===== src/rtl/setpoint_cfg_pkg.sv =====
// Shared opcodes, response codes and FSM encoding for the setpoint
// configuration block and its watchdog.
package setpoint_cfg_pkg;

  localparam logic [7:0] OP_SET_PTCH   = 8'h02;
  localparam logic [7:0] OP_SET_ROLL   = 8'h03;
  localparam logic [7:0] OP_SET_YAW    = 8'h04;
  localparam logic [7:0] OP_SET_THRST  = 8'h05;
  localparam logic [7:0] OP_CAL        = 8'h06;
  localparam logic [7:0] OP_EMER_LAND  = 8'h07;
  localparam logic [7:0] OP_MTRS_OFF   = 8'h08;
  localparam logic [7:0] SET_AXIS_BASE = 8'h10;

  localparam logic [7:0] POS_ACK = 8'hA5;
  localparam logic [7:0] NEG_ACK = 8'hEE;

  // legacy aliases 0x02..0x04 map onto axes 0..2
  localparam int NUM_LEGACY = 3;

  typedef logic [1:0] state_t;
  localparam state_t ST_IDLE = 2'd0;
  localparam state_t ST_ACK  = 2'd1;
  localparam state_t ST_RAMP = 2'd2;
  localparam state_t ST_CAL  = 2'd3;

  function automatic logic [7:0] axis_op(input int k);
    return SET_AXIS_BASE + 8'(k);
  endfunction

  function automatic logic [7:0] legacy_op(input int k);
    return OP_SET_PTCH + 8'(k);
  endfunction

endpackage


===== src/rtl/cmd_wdog.sv =====
// Idle-command watchdog: counts enabled cycles, flags expiry when the
// counter sits at all-ones. Clear has priority over enable.
module cmd_wdog #(
  parameter int WDOG_W = 28
) (
  input  logic clk,
  input  logic rst,
  input  logic clr,
  input  logic en,
  output logic expire
);

  logic [WDOG_W-1:0] cnt_q, cnt_d;

  always_comb begin
    cnt_d = cnt_q;
    if (clr)     cnt_d = '0;
    else if (en) cnt_d = cnt_q + WDOG_W'(1);
  end

  always_ff @(posedge clk) begin
    if (rst) cnt_q <= '0;
    else     cnt_q <= cnt_d;
  end

  assign expire = &cnt_q;

endmodule


===== src/rtl/setpoint_cfg.sv =====
// Remote-command decoder: per-axis setpoints, thrust, calibration sequencing,
// ACK/NACK responses and an optional idle watchdog forcing a landing.
module setpoint_cfg
  import setpoint_cfg_pkg::*;
#(
  parameter int NUM_AXES = 3,
  parameter int AXIS_W   = 16,
  parameter int THRST_W  = 9,
  parameter int RAMP_W   = 26,
  parameter int WDOG_W   = 28,
  parameter bit WDOG_EN  = 1'b1
) (
  input  logic                         clk,
  input  logic                         rst,
  input  logic                         cmd_rdy,
  input  logic [7:0]                   cmd,
  input  logic [15:0]                  data,
  input  logic                         cal_done,
  output logic                         clr_cmd_rdy,
  output logic                         send_resp,
  output logic [7:0]                   resp,
  output logic [NUM_AXES*AXIS_W-1:0]   d_axis,
  output logic [THRST_W-1:0]           thrst,
  output logic                         strt_cal,
  output logic                         inertial_cal,
  output logic                         motors_off,
  output logic                         wdog_trip
);

  localparam logic [RAMP_W-1:0] RAMP_LAST = ~RAMP_W'(1);
  localparam logic [15:0]       THR_MAX   = 16'((1 << THRST_W) - 1);

  state_t                             state_q, state_d;
  logic [RAMP_W-1:0]                  ramp_q, ramp_d;
  logic [NUM_AXES-1:0][AXIS_W-1:0]    axis_q, axis_d;
  logic [THRST_W-1:0]                 thrst_q, thrst_d;
  logic [7:0]                         resp_q, resp_d;
  logic strt_cal_q, strt_cal_d, inertial_cal_q, inertial_cal_d;
  logic send_resp_q, send_resp_d, clr_cmd_rdy_q, clr_cmd_rdy_d;
  logic motors_off_q, motors_off_d, wdog_trip_q, wdog_trip_d;

  logic [NUM_AXES-1:0] axis_hit;
  logic                legal, idle, accept;
  logic [AXIS_W-1:0]   axis_val;
  logic [THRST_W-1:0]  thrst_val;
  logic signed [15:0]  data_s;
  logic                wdog_exp, wdog_fire, wdog_clr, wdog_en;

  assign data_s = data;

  always_comb begin
    for (int k = 0; k < NUM_AXES; k++)
      axis_hit[k] = (cmd == axis_op(k)) || (k < NUM_LEGACY && cmd == legacy_op(k));
  end

  assign legal = (|axis_hit) ||
                 (cmd inside {OP_SET_THRST, OP_CAL, OP_EMER_LAND, OP_MTRS_OFF});

  generate
    if (AXIS_W >= 16) begin : g_axis_ext
      assign axis_val = AXIS_W'(data_s);
    end else begin : g_axis_sat
      localparam logic signed [15:0] AX_MAX = 16'((1 << (AXIS_W - 1)) - 1);
      localparam logic signed [15:0] AX_MIN = -AX_MAX - 16'sd1;
      always_comb begin
        if (data_s > AX_MAX)      axis_val = AX_MAX[AXIS_W-1:0];
        else if (data_s < AX_MIN) axis_val = AX_MIN[AXIS_W-1:0];
        else                      axis_val = data_s[AXIS_W-1:0];
      end
    end
  endgenerate

  assign thrst_val = (data > THR_MAX) ? THR_MAX[THRST_W-1:0] : data[THRST_W-1:0];

  assign idle      = (state_q == ST_IDLE);
  assign accept    = idle & cmd_rdy;
  // a command arriving on the expiry cycle pre-empts the landing
  assign wdog_fire = wdog_exp & idle & ~cmd_rdy & ~motors_off_q;
  assign wdog_clr  = accept | motors_off_q | ~idle | wdog_fire;
  assign wdog_en   = idle & ~motors_off_q;

  generate
    if (WDOG_EN) begin : g_wdog
      cmd_wdog #(.WDOG_W(WDOG_W)) u_wdog (
        .clk    (clk),
        .rst    (rst),
        .clr    (wdog_clr),
        .en     (wdog_en),
        .expire (wdog_exp)
      );
    end else begin : g_no_wdog
      logic unused_wdog;
      assign unused_wdog = wdog_clr ^ wdog_en;
      assign wdog_exp    = 1'b0;
    end
  endgenerate

  always_comb begin
    state_d        = state_q;
    ramp_d         = ramp_q;
    axis_d         = axis_q;
    thrst_d        = thrst_q;
    resp_d         = resp_q;
    strt_cal_d     = 1'b0;
    send_resp_d    = 1'b0;
    clr_cmd_rdy_d  = 1'b0;
    inertial_cal_d = inertial_cal_q;
    motors_off_d   = motors_off_q;
    wdog_trip_d    = wdog_trip_q;
    case (state_q)
      ST_IDLE: begin
        if (accept) begin
          clr_cmd_rdy_d = 1'b1;
          if (cmd == OP_CAL) begin
            motors_off_d   = 1'b0;
            inertial_cal_d = 1'b1;
            ramp_d         = '0;
            wdog_trip_d    = 1'b0;
            state_d        = ST_RAMP;
          end else begin
            send_resp_d = 1'b1;
            resp_d      = legal ? POS_ACK : NEG_ACK;
            state_d     = ST_ACK;
            if (legal) begin
              wdog_trip_d = 1'b0;
              for (int k = 0; k < NUM_AXES; k++)
                if (axis_hit[k]) axis_d[k] = axis_val;
              case (cmd)
                OP_SET_THRST: thrst_d = thrst_val;
                OP_EMER_LAND: begin
                  axis_d  = '0;
                  thrst_d = '0;
                end
                OP_MTRS_OFF:  motors_off_d = 1'b1;
                default: ;
              endcase
            end
          end
        end else if (wdog_fire) begin
          axis_d      = '0;
          thrst_d     = '0;
          wdog_trip_d = 1'b1;
        end
      end
      ST_ACK: state_d = ST_IDLE;
      ST_RAMP: begin
        ramp_d = ramp_q + RAMP_W'(1);
        // registered strt_cal lands on the cycle the timer reads all-ones
        if (ramp_q == RAMP_LAST) begin
          strt_cal_d = 1'b1;
          state_d    = ST_CAL;
        end
      end
      ST_CAL: begin
        if (cal_done) begin
          inertial_cal_d = 1'b0;
          send_resp_d    = 1'b1;
          resp_d         = POS_ACK;
          state_d        = ST_IDLE;
        end
      end
      default: state_d = ST_IDLE;
    endcase
  end

  always_ff @(posedge clk) begin
    if (rst) begin
      state_q        <= ST_IDLE;
      ramp_q         <= '0;
      axis_q         <= '0;
      thrst_q        <= '0;
      resp_q         <= 8'h00;
      strt_cal_q     <= 1'b0;
      send_resp_q    <= 1'b0;
      clr_cmd_rdy_q  <= 1'b0;
      inertial_cal_q <= 1'b0;
      motors_off_q   <= 1'b1;
      wdog_trip_q    <= 1'b0;
    end else begin
      state_q        <= state_d;
      ramp_q         <= ramp_d;
      axis_q         <= axis_d;
      thrst_q        <= thrst_d;
      resp_q         <= resp_d;
      strt_cal_q     <= strt_cal_d;
      send_resp_q    <= send_resp_d;
      clr_cmd_rdy_q  <= clr_cmd_rdy_d;
      inertial_cal_q <= inertial_cal_d;
      motors_off_q   <= motors_off_d;
      wdog_trip_q    <= wdog_trip_d;
    end
  end

  assign d_axis       = axis_q;
  assign thrst        = thrst_q;
  assign resp         = resp_q;
  assign strt_cal     = strt_cal_q;
  assign send_resp    = send_resp_q;
  assign clr_cmd_rdy  = clr_cmd_rdy_q;
  assign inertial_cal = inertial_cal_q;
  assign motors_off   = motors_off_q;
  assign wdog_trip    = wdog_trip_q;

endmodule


===== config.mk =====
export PLATFORM = sky130hd
export DESIGN_NAME = setpoint_cfg
export DESIGN_NICKNAME = d
export VERILOG_FILES = /design/src/rtl/setpoint_cfg_pkg.sv /design/src/rtl/cmd_wdog.sv /design/src/rtl/setpoint_cfg.sv
export SDC_FILE = /design/constraint.sdc
export NUM_CORES = 1
export LEC_CHECK = 0
export ABC_CLOCK_PERIOD_IN_PS = 5000
export BUFFER_PORTS_ARGS = -buffer_cell sky130_fd_sc_hd__buf_2
export CORE_ASPECT_RATIO = 1.5
export CORE_MARGIN = 1
export CORE_UTILIZATION = 53
export DETAILED_ROUTE_END_ITERATION = 7
export GPL_TIMING_DRIVEN = 1
export MAX_ROUTING_LAYER = met4
export PLACE_DENSITY = 0.74
export SLEW_MARGIN = 20
export SYNTH_ARGS = -nofsm -noshare
export SYNTH_HDL_FRONTEND = slang
export SYNTH_SLANG_ARGS = --single-unit

===== constraint.sdc =====
create_clock -name clk -period 5 [get_ports clk]
set_input_delay 1 -clock clk [delete_from_list [all_inputs] [get_ports clk]]
set_output_delay 1 -clock clk [all_outputs]
set_load 0.01 [all_outputs]

==> results of run 1 <==
==> synthesized netlist by cell type, drive strengths merged (3+ instances only) <==
cell type	number	area, um^2
clkbuf	23	86.3
buf	17	139
and4	7	61.3
mux2i	50	500
or3	7	43.8
nor2	67	254
nor3	9	45.0
nand2	92	345
nor4	16	138
nor4b	5	43.8
nand3	17	85.1
a311oi	3	43.8
or4	4	33.8
nand4	18	113
o211ai	9	67.6
xnor2	28	245
nand2b	3	18.8
and2	3	18.8
and3	4	25.0
or4b	3	33.8
nor2b	14	87.6
a21oi	21	105
o21ai	8	40.0
ha	7	87.6
dfxtp	122	2440
a32oi	11	96.3
xor2	19	166
inv	14	52.6
==> stage by stage <==
| stage | instances | hold slack [ps] | util | cell area [um^2] |
|---|---|---|---|---|
| 5_1_grt | 869 | 469 | 0.651 | 6860 |
| 6_report | 869 | 442 | 0.651 | 6860 |
| 3_3_place_gp | 837 | 426 | 0.588 | 6190 |
| 3_5_place_dp | 837 | 433 | 0.588 | 6190 |
| 4_1_cts | 868 | 441 | 0.650 | 6840 |
| 2_1_floorplan | 630 | 413 | - | 5690 |
==> kinds of logic (layout without fill, tap and decap cells) <==
logic type,count (synthesis),after routing,share of synthesized area
xor+xnor,47,47,0.0723
fa+ha+maj,7,7,0.0154
mux,51,51,0.0899
compound gates,71,71,0.0948
simple gates,277,277,0.249
other cells,1,1,0.000659
buf+inv,54,149,0.0488
flops,122,122,0.429
==> power groups by stage <==
stage / Sequential (W) / Combinational (W) / Clock (W)
6_report: 0.00106 / 0.000464 / 0.00135
5_1_grt: 0.00106 / 0.000502 / 0.00142
4_1_cts: 0.00106 / 0.000460 / 0.00137
3_5_place_dp: 0.00108 / 0.000453 / 0
3_3_place_gp: 0.00107 / 0.000440 / 0
2_1_floorplan: 0.00109 / 0.000318 / 0
==> area by class of cell <==
class	instances	area, um^2
Tap cell	144	180
Timing Repair Buffer	104	538
Multi-Input combinational cell	454	3000
Clock inverter	13	214
Clock buffer	18	439
Inverter	14	52.6
Sequential cell	122	2440
Fill cell	881	3670
==> placed cells by master, fill, tap and decap left out, types with 4 or more instances in the layout <==
| master | synthesis | routed |
|---|---|---|
| sky130_fd_sc_hd__mux2i_1 | 50 | 50 |
| sky130_fd_sc_hd__nor3_1 | 9 | 9 |
| sky130_fd_sc_hd__buf_2 | 3 | 97 |
| sky130_fd_sc_hd__and4_1 | 7 | 7 |
| sky130_fd_sc_hd__nor2_1 | 66 | 66 |
| sky130_fd_sc_hd__clkbuf_16 | 0 | 17 |
| sky130_fd_sc_hd__xnor2_1 | 28 | 28 |
| sky130_fd_sc_hd__inv_1 | 13 | 13 |
| sky130_fd_sc_hd__nor4b_1 | 5 | 5 |
| sky130_fd_sc_hd__o21ai_0 | 8 | 8 |
| sky130_fd_sc_hd__buf_4 | 7 | 6 |
| sky130_fd_sc_hd__a21oi_1 | 21 | 21 |
| sky130_fd_sc_hd__xor2_1 | 19 | 19 |
| sky130_fd_sc_hd__nand3_1 | 17 | 17 |
| sky130_fd_sc_hd__or3_1 | 7 | 7 |
| sky130_fd_sc_hd__a32oi_1 | 11 | 11 |
| sky130_fd_sc_hd__bufinv_16 | 0 | 5 |
| sky130_fd_sc_hd__o211ai_1 | 9 | 9 |
| sky130_fd_sc_hd__dfxtp_1 | 122 | 122 |
| sky130_fd_sc_hd__nand4_1 | 18 | 18 |
| sky130_fd_sc_hd__ha_1 | 7 | 7 |
| sky130_fd_sc_hd__nor4_1 | 10 | 10 |
| sky130_fd_sc_hd__nor4_2 | 6 | 6 |
| sky130_fd_sc_hd__nand2_1 | 92 | 92 |
| sky130_fd_sc_hd__nor2b_1 | 14 | 14 |
| sky130_fd_sc_hd__and3_1 | 4 | 4 |
==> metal layers <==
metal	up-vias	share of wire	wire (um)
li1	2379	-	-
met1	2354	0.40	5340
met2	170	0.52	6910
met3	20	0.068	915
met4	0	0.019	250
met5	-	0	0
==> flip-flops by register name (all words and copies together), names as in the netlist, 2 cells and up <==
signal	cells
d_axis	48
g_wdog.u_wdog.cnt_q	28
ramp_q	26
resp	3
state_q	2
thrst	9
==> worst max-delay path by stage <==
stage / end / slack, ps / cells after the start
2_1_floorplan: ramp_q[16] / 2010 / 7
3_3_place_gp: d_axis[3] / 1650 / 7
3_5_place_dp: d_axis[9] / 1570 / 7
4_1_cts: d_axis[37] / 1650 / 8
5_1_grt: d_axis[37] / 1470 / 8
6_report: d_axis[37] / 1690 / 8
==> report_table.html, run 1 <==
<table>
<tr><th>Metric</th><th>Value</th></tr>
<tr><th colspan="2">Floorplanning</th></tr>
<tr><td>Std-Cell Core Area</td><td>~0.011 mm^2</td></tr>
<tr><td>Starting Density</td><td>0.540</td></tr>
<tr><td>Die W</td><td>approximately 87 um</td></tr>
<tr><td>Ports placed on the boundary</td><td>approximately 100</td></tr>
<tr><td>Vertical die dimension</td><td>around 130 um</td></tr>
<tr><td>Total Die Area</td><td>0.0112 mm^2</td></tr>
<tr><td>Std cell rows</td><td>between 40 and 50</td></tr>
<tr><th colspan="2">Drt</th></tr>
<tr><td>DRC viols</td><td>0</td></tr>
<tr><td>Antenna-violating nets left</td><td>0</td></tr>
<tr><td>Aggregate routed wire length</td><td>~13 mm</td></tr>
<tr><td>Number of DRC markers in iteration 0</td><td>between 200 and 300</td></tr>
<tr><td>Via count</td><td>around 4900</td></tr>
<tr><td>WL per Instance</td><td>about 15 um</td></tr>
<tr><td>Via density per instance</td><td>roughly 5.7</td></tr>
<tr><td>Count of TritonRoute iterations in the first routing pass</td><td>4</td></tr>
<tr><th colspan="2">Clocking</th></tr>
<tr><td>Count of clock tree sinks</td><td>between 100 and 150</td></tr>
<tr><td>Maximum clock insertion buffer count</td><td>2</td></tr>
<tr><td>Post-cts sizing count</td><td>0</td></tr>
<tr><td>Clk Latency, worst-skew pair</td><td>roughly 410 ps</td></tr>
<tr><td>CTS buffer count</td><td>17</td></tr>
<tr><td>Clock tree from TritonCTS</td><td>yes</td></tr>
<tr><td>Post-CTS setup buffer count</td><td>0</td></tr>
<tr><td>Hold buffer count at cts</td><td>0</td></tr>
<tr><td>Clock root cell</td><td>sky130_fd_sc_hd__clkbuf_16</td></tr>
<tr><td>CTS clk-pin slew, worst paths</td><td>about 60 ps</td></tr>
<tr><td>Total number of H-tree levels</td><td>4</td></tr>
<tr><th colspan="2">Min path</th></tr>
<tr><td>Cell depth of the worst hold path</td><td>1</td></tr>
<tr><td>Path class of the lowest-slack min-delay path</td><td>flip-flop to flip-flop</td></tr>
<tr><td>Hold Startpoint</td><td>g_wdog.u_wdog.cnt_q[0]</td></tr>
<tr><td>Destination of the worst hold path</td><td>g_wdog.u_wdog.cnt_q[0]</td></tr>
<tr><th colspan="2">Power and ir drop</th></tr>
<tr><td>Total power after layout</td><td>between 0.002 and 0.003 W</td></tr>
<tr><td>Sw frac</td><td>0.273</td></tr>
<tr><td>Share of total power in sequential cells</td><td>0.367</td></tr>
<tr><td>Pleak</td><td>2.74 nW</td></tr>
<tr><td>Cell internal pwr</td><td>0.00209 W</td></tr>
<tr><td>Largest voltage drop on the vdd net</td><td>between 200 and 250 uV</td></tr>
<tr><td>NetSw</td><td>approximately 0.00078 W</td></tr>
<tr><td>Relative contribution of combinational cells to total power</td><td>0.161</td></tr>
<tr><td>Total power per unit cell area</td><td>~420 mW/mm^2</td></tr>
<tr><td>Clock network power share</td><td>0.471</td></tr>
<tr><th colspan="2">GRT</th></tr>
<tr><td>Global routing usage summed across all routing layers</td><td>0.253</td></tr>
<tr><td>Via count of the first global-routing pass</td><td>4638</td></tr>
<tr><td>Wire length of the first global-routing pass</td><td>approximately 22 mm</td></tr>
<tr><td>Met1 Usage GRT</td><td>0.276</td></tr>
<tr><td>Overflow left after global routing</td><td>0</td></tr>
<tr><td>Global Route met2 Usage</td><td>0.434</td></tr>
<tr><td>Met3 GRT Util</td><td>0.0712</td></tr>
<tr><td>Largest net degree at the start of global routing</td><td>54</td></tr>
<tr><td>Busiest grt layer</td><td>met2</td></tr>
<tr><td>Initial antenna violation count</td><td>0</td></tr>
<tr><th colspan="2">Setup path</th></tr>
<tr><td>Family with the most delay on the worst path</td><td>simple AND/OR/NAND/NOR gates</td></tr>
<tr><td>Worst EP required</td><td>approximately 5300 ps</td></tr>
<tr><td>Maximum fanout along the worst path</td><td>16</td></tr>
<tr><td>Critical R2R Capture</td><td>d_axis[37]</td></tr>
<tr><td>Critical Path Sink Type</td><td>flip-flop</td></tr>
<tr><td>Endpoint arrival time on the critical path</td><td>between 3000 and 4000 ps</td></tr>
<tr><td>Length in cells of the worst reg-to-reg path</td><td>8</td></tr>
<tr><td>WS Path Type</td><td>flip-flop to flip-flop</td></tr>
<tr><td>Worst path slowest cell</td><td>sky130_fd_sc_hd__nand4_1</td></tr>
<tr><td>Startpoint type of the worst setup path</td><td>flip-flop</td></tr>
<tr><td>Critical Path Max Stage Delay</td><td>around 680 ps</td></tr>
<tr><td>Critical path, cell by cell</td><td>inv_1 &gt; ha_1 &gt; nand3b_1 &gt; nor3_1 &gt; nand4_1 &gt; a311oi_4 &gt; buf_4 &gt; mux2i_1</td></tr>
<tr><td>Worst reg2reg setup slack</td><td>between 1500 and 2000 ps</td></tr>
<tr><td>Critical path startpoint</td><td>state_q[0]</td></tr>
<tr><td>Worst r2r src</td><td>state_q[0]</td></tr>
<tr><td>WP buf/inv</td><td>2</td></tr>
<tr><th colspan="2">STA</th></tr>
<tr><td>Smallest setup slack after layout</td><td>1690 ps</td></tr>
<tr><td>Final worst-path cycle share</td><td>0.662</td></tr>
<tr><td>Upper clock frequency limit</td><td>roughly 300 MHz</td></tr>
<tr><td>Final Slew Violations</td><td>0</td></tr>
<tr><td>Worst slew margin relative to its limit</td><td>0.287</td></tr>
<tr><td>Unrepaired setup endpoints after global routing</td><td>false</td></tr>
<tr><td>Setup violation total in the final timing report</td><td>0</td></tr>
<tr><td>Hold violation count in the final report</td><td>0</td></tr>
<tr><td>Max Clock Skew</td><td>between 9 and 10 ps</td></tr>
<tr><td>Worst Max-Slew Pin Slew</td><td>roughly 1100 ps</td></tr>
<tr><td>Setup TNS</td><td>0 ps</td></tr>
<tr><td>Final critical-path required period</td><td>between 3000 and 4000 ps</td></tr>
<tr><th colspan="2">Synthesis</th></tr>
<tr><td>Post-Syn Instances</td><td>630</td></tr>
<tr><td>Number of synthesized register bits</td><td>approximately 120</td></tr>
<tr><td>Most instantiated flip-flop cell in the synthesis netlist</td><td>sky130_fd_sc_hd__dfxtp_1</td></tr>
<tr><td>Nets in the synthesized netlist</td><td>665</td></tr>
<tr><td>Post-synth ARST share</td><td>0</td></tr>
<tr><td>Distinct cells, synth</td><td>60</td></tr>
<tr><td>Post-Synthesis Mean Instance Area</td><td>9.03 um^2</td></tr>
<tr><td>Cell area after synthesis</td><td>between 0.005 and 0.006 mm^2</td></tr>
<tr><td>Sequential cell area fraction in the yosys report</td><td>0.429</td></tr>
<tr><td>YS warnings</td><td>0</td></tr>
<tr><td>EDFF count, synth</td><td>0</td></tr>
<tr><th colspan="2">Placement</th></tr>
<tr><td>Final RePlAce weighted congestion</td><td>approximately 0.89</td></tr>
<tr><td>I/O Buffers</td><td>97</td></tr>
<tr><td>Place WS</td><td>about 1600 ps</td></tr>
<tr><td>Placed wire-length estimate after detailed placement</td><td>9.38 mm</td></tr>
<tr><th colspan="2">Outcome</th></tr>
<tr><td>Run status</td><td>finished clean</td></tr>
<tr><th colspan="2">Cells and area</th></tr>
<tr><td>Layout overhead on the synthesized area</td><td>20.6%</td></tr>
<tr><td>Share of cells above drive strength 1</td><td>0.215</td></tr>
<tr><td>Number of antenna diodes</td><td>0</td></tr>
<tr><td>Post-layout nets</td><td>~750</td></tr>
<tr><th colspan="2">Job</th></tr>
<tr><td>Number of maximum-capacitance violations</td><td>0</td></tr>
</table>
No activity file was read; power rests on OpenSTA's default activity.
==> inputs of run 2 (changes only) <==
--- a/config.mk
+++ b/config.mk
@@ -5,7 +5,7 @@
 export SDC_FILE = /design/constraint.sdc
 export NUM_CORES = 1
 export LEC_CHECK = 0
-export ABC_CLOCK_PERIOD_IN_PS = 5000
+export ABC_CLOCK_PERIOD_IN_PS = 3300
 export BUFFER_PORTS_ARGS = -buffer_cell sky130_fd_sc_hd__buf_2
 export CORE_ASPECT_RATIO = 1.5
 export CORE_MARGIN = 1
==> constraint.sdc (replaced) <==
create_clock -name clk -period 3.3 [get_ports clk]
set_input_delay 0.66 -clock clk [delete_from_list [all_inputs] [get_ports clk]]
set_output_delay 0.66 -clock clk [all_outputs]
set_load 0.01 [all_outputs]
==> report_table.html, run 2 (synthesized netlist as in run 1, its figures left out) <==
<table>
<tr><th>Metric</th><th>Value</th></tr>
<tr><th colspan="2">Outcome</th></tr>
<tr><td>Run status</td><td>finished clean (unchanged)</td></tr>
<tr><th colspan="2">Power and ir drop</th></tr>
<tr><td>Total power after layout</td><td>0.00410 W (was 0.00287 W)</td></tr>
<tr><td>Sw frac</td><td>0.281 (was 0.273)</td></tr>
<tr><td>Pleak</td><td>2.76 nW (was 2.74 nW)</td></tr>
<tr><td>Clock network power share</td><td>0.432 (was 0.471)</td></tr>
<tr><td>Total power per unit cell area</td><td>598 mW/mm^2 (was 419 mW/mm^2)</td></tr>
<tr><td>Largest voltage drop on the vdd net</td><td>357 uV (was 249 uV)</td></tr>
<tr><td>Share of total power in sequential cells</td><td>0.390 (was 0.367)</td></tr>
<tr><td>NetSw</td><td>0.00116 W (was 0.000783 W)</td></tr>
<tr><td>Cell internal pwr</td><td>0.00295 W (was 0.00209 W)</td></tr>
<tr><td>Relative contribution of combinational cells to total power</td><td>0.178 (was 0.161)</td></tr>
<tr><th colspan="2">Setup path</th></tr>
<tr><td>Critical path, cell by cell</td><td>inv_1 &gt; ha_1 &gt; nand2_1 &gt; buf_4 &gt; nor2_1 &gt; a32oi_1 &gt; buf_4 &gt; a311o_1 &gt; buf_4 &gt; mux2i_1 (was inv_1 &gt; ha_1 &gt; nand3b_1 &gt; nor3_1 &gt; nand4_1 &gt; a311oi_4 &gt; buf_4 &gt; mux2i_1)</td></tr>
<tr><td>Critical Path Sink Type</td><td>flip-flop (unchanged)</td></tr>
<tr><td>Worst EP required</td><td>3640 ps (was 5340 ps)</td></tr>
<tr><td>Worst path slowest cell</td><td>sky130_fd_sc_hd__dfxtp_1 (was sky130_fd_sc_hd__nand4_1)</td></tr>
<tr><td>Library cell appearing most often on the critical path</td><td>sky130_fd_sc_hd__buf_4</td></tr>
<tr><td>Endpoint arrival time on the critical path</td><td>2920 ps (was 3650 ps)</td></tr>
<tr><td>Critical Path Max Stage Delay</td><td>390 ps (was 680 ps)</td></tr>
<tr><td>WS Path Type</td><td>flip-flop to flip-flop (unchanged)</td></tr>
<tr><td>Maximum fanout along the worst path</td><td>16 (unchanged)</td></tr>
<tr><td>Startpoint type of the worst setup path</td><td>flip-flop (unchanged)</td></tr>
<tr><th colspan="2">GRT</th></tr>
<tr><td>Via count of the first global-routing pass</td><td>4636 (was 4638)</td></tr>
<tr><td>Global routing usage summed across all routing layers</td><td>0.261 (was 0.253)</td></tr>
<tr><td>Wire length of the first global-routing pass</td><td>22.2 mm (was 21.5 mm)</td></tr>
<tr><td>Overflow left after global routing</td><td>0 (unchanged)</td></tr>
<tr><td>Largest net degree at the start of global routing</td><td>46 (was 54)</td></tr>
<tr><td>Initial antenna violation count</td><td>0 (unchanged)</td></tr>
<tr><th colspan="2">Clocking</th></tr>
<tr><td>Clock root cell</td><td>sky130_fd_sc_hd__clkbuf_16 (unchanged)</td></tr>
<tr><td>Post-cts sizing count</td><td>0 (unchanged)</td></tr>
<tr><td>Clk Latency, worst-skew pair</td><td>410 ps (about the same)</td></tr>
<tr><td>Count of clock tree sinks</td><td>122 (unchanged)</td></tr>
<tr><td>Total number of H-tree levels</td><td>4 (unchanged)</td></tr>
<tr><td>Hold buffer count at cts</td><td>0 (unchanged)</td></tr>
<tr><td>CTS buffer count</td><td>17 (unchanged)</td></tr>
<tr><td>Maximum clock insertion buffer count</td><td>2 (unchanged)</td></tr>
<tr><td>Post-CTS setup buffer count</td><td>0 (unchanged)</td></tr>
<tr><td>Clock tree from TritonCTS</td><td>yes (unchanged)</td></tr>
<tr><td>CTS clk-pin slew, worst paths</td><td>50 ps (was 60 ps)</td></tr>
<tr><th colspan="2">STA</th></tr>
<tr><td>Smallest setup slack after layout</td><td>715 ps (was 1690 ps)</td></tr>
<tr><td>Setup TNS</td><td>0 ps (unchanged)</td></tr>
<tr><td>Final worst-path cycle share</td><td>0.783 (was 0.662)</td></tr>
<tr><td>Final Slew Violations</td><td>0 (unchanged)</td></tr>
<tr><td>Max Clock Skew</td><td>6.84 ps (was 9.47 ps)</td></tr>
<tr><td>Worst slew margin relative to its limit</td><td>0.508 (was 0.287)</td></tr>
<tr><td>Setup violation total in the final timing report</td><td>0 (unchanged)</td></tr>
<tr><td>Unrepaired setup endpoints after global routing</td><td>false (unchanged)</td></tr>
<tr><td>Hold violation count in the final report</td><td>0 (unchanged)</td></tr>
<tr><td>Worst Max-Slew Pin Slew</td><td>737 ps (was 1060 ps)</td></tr>
<tr><td>Upper clock frequency limit</td><td>387 MHz (was 302 MHz)</td></tr>
<tr><td>Final critical-path required period</td><td>2580 ps (was 3310 ps)</td></tr>
<tr><th colspan="2">Cells and area</th></tr>
<tr><td>Core occupancy in the finished layout</td><td>0.651 (about the same)</td></tr>
<tr><td>Final std cells w/o fill</td><td>880 (was 869)</td></tr>
<tr><td>Share of cells above drive strength 1</td><td>0.227 (was 0.215)</td></tr>
<tr><td>Fill cell total of the finished layout</td><td>882 (was 881)</td></tr>
<tr><td>Number of flip-flops in the largest register</td><td>48 (unchanged)</td></tr>
<tr><td>Most used cells in the layout excluding fill and tap cells</td><td>sky130_fd_sc_hd__dfxtp_1 (122), sky130_fd_sc_hd__buf_2 (97), sky130_fd_sc_hd__nand2_1 (92), sky130_fd_sc_hd__nor2_1 (66), sky130_fd_sc_hd__mux2i_1 (50) (unchanged)</td></tr>
<tr><td>Leading cell type in the layout, fill and taps excluded</td><td>sky130_fd_sc_hd__dfxtp_1 (unchanged)</td></tr>
<tr><td>Layout overhead on the synthesized area</td><td>20.5% (was 20.6%)</td></tr>
<tr><td>Number of antenna diodes</td><td>0 (unchanged)</td></tr>
<tr><td>Post-layout nets</td><td>759 (was 748)</td></tr>
<tr><th colspan="2">Job</th></tr>
<tr><td>Number of maximum-capacitance violations</td><td>0 (unchanged)</td></tr>
<tr><th colspan="2">Drt</th></tr>
<tr><td>Via density per instance</td><td>5.56 (was 5.67)</td></tr>
<tr><td>Antenna-violating nets left</td><td>0 (unchanged)</td></tr>
<tr><td>WL per Instance</td><td>15.7 um (was 15.4 um)</td></tr>
<tr><td>Aggregate routed wire length</td><td>13.8 mm (was 13.4 mm)</td></tr>
<tr><td>Via count</td><td>4889 (was 4923)</td></tr>
<tr><td>Number of DRC markers in iteration 0</td><td>252 (was 286)</td></tr>
<tr><td>DRC viols</td><td>0 (unchanged)</td></tr>
<tr><td>Count of TritonRoute iterations in the first routing pass</td><td>5 (was 4)</td></tr>
<tr><th colspan="2">Placement</th></tr>
<tr><td>Final RePlAce weighted congestion</td><td>0.880 (was 0.891)</td></tr>
<tr><td>Placed wire-length estimate after detailed placement</td><td>9.74 mm (was 9.38 mm)</td></tr>
<tr><td>I/O Buffers</td><td>97 (unchanged)</td></tr>
<tr><td>Cell count after placement</td><td>849 (was 837)</td></tr>
<tr><td>Place WS</td><td>386 ps (was 1570 ps)</td></tr>
<tr><th colspan="2">Min path</th></tr>
<tr><td>Path class of the lowest-slack min-delay path</td><td>flip-flop to flip-flop (unchanged)</td></tr>
<tr><th colspan="2">Floorplanning</th></tr>
<tr><td>Ports placed on the boundary</td><td>99 (unchanged)</td></tr>
<tr><td>Std-Cell Core Area</td><td>0.0105 mm^2 (unchanged)</td></tr>
<tr><td>Std cell rows</td><td>46 (unchanged)</td></tr>
<tr><td>Starting Density</td><td>0.540 (unchanged)</td></tr>
<tr><td>Die W</td><td>86.6 um (unchanged)</td></tr>
<tr><td>Vertical die dimension</td><td>129 um (unchanged)</td></tr>
<tr><td>Total Die Area</td><td>0.0112 mm^2 (unchanged)</td></tr>
</table>
-- run 2: changes by cell type in the layout (fill, tap and decap cells not counted), sizes merged --
| cell | change |
|---|---|
| bufinv | -3 |
| clkinv | +5 |
| clkbuf | -1 |
| buf | +12 |
| inv | -2 |
-- run 2: path summary, 6_finish.rpt --
| check | startpoint | end | cells after the start | slack [ps] |
|---|---|---|---|---|
| setup / recovery | state_q[1] | d_axis[5] | 10 | 720 |
| hold / removal | g_wdog.u_wdog.cnt_q[0] | g_wdog.u_wdog.cnt_q[0] | 1 | 450 |
| setup reg to reg | state_q[1] | d_axis[5] | 10 | 720 |
| hold reg to reg | g_wdog.u_wdog.cnt_q[0] | g_wdog.u_wdog.cnt_q[0] | 1 | 450 |
-- run 2: cell type report --
cell class | count | area, um^2 | share of cell area
clock inverters | 13 | 128 | 0.0186
inverters | 14 | 52.6 | 0.00766
well taps | 144 | 180 | 0.0263
multi-input cells | 454 | 3000 | 0.437
clock buffers | 18 | 439 | 0.0640
flip-flops and latches | 122 | 2440 | 0.356
repair buffers | 115 | 621 | 0.0905
-- run 2: through the flow --
stage	hold WS (ps)	instance area, um^2
6_report	452	6860
5_1_grt	465	6860
4_1_cts	450	6850
3_5_place_dp	443	6280
3_3_place_gp	425	6280
2_1_floorplan	413	5690
-- run 2: per-layer routing --
| layer | share of wire | up-vias | GRT usage |
|---|---|---|---|
| li1 | - | 2389 | - |
| met2 | 0.51 | 155 | 0.452 |
| met4 | 0.022 | 0 | 0.0990 |
| met1 | 0.41 | 2318 | 0.291 |
| met3 | 0.054 | 27 | 0.0564 |
| met5 | 0 | - | - |
-- run 2: power by group through the flow --
stage / logic, W / registers (W) / clock network (W)
floorplan: 0.000481 / 0.00165 / 0
global placement: 0.000705 / 0.00162 / 0
detailed placement: 0.000722 / 0.00163 / 0
CTS: 0.000726 / 0.00160 / 0.00180
global route: 0.000797 / 0.00161 / 0.00186
finish: 0.000732 / 0.00160 / 0.00177
-- run 2: worst max-delay path, delay by kind of cell (launching register included) --
| family | cells | cell delay (ps) |
|---|---|---|
| buffers and inverters | 4 | 870 |
| AOI/OAI and AO/OA | 2 | 510 |
| and+or+nand+nor | 2 | 210 |
| adders and majority gates | 1 | 260 |
| muxes | 1 | 240 |
| DFF | 1 | 390 |
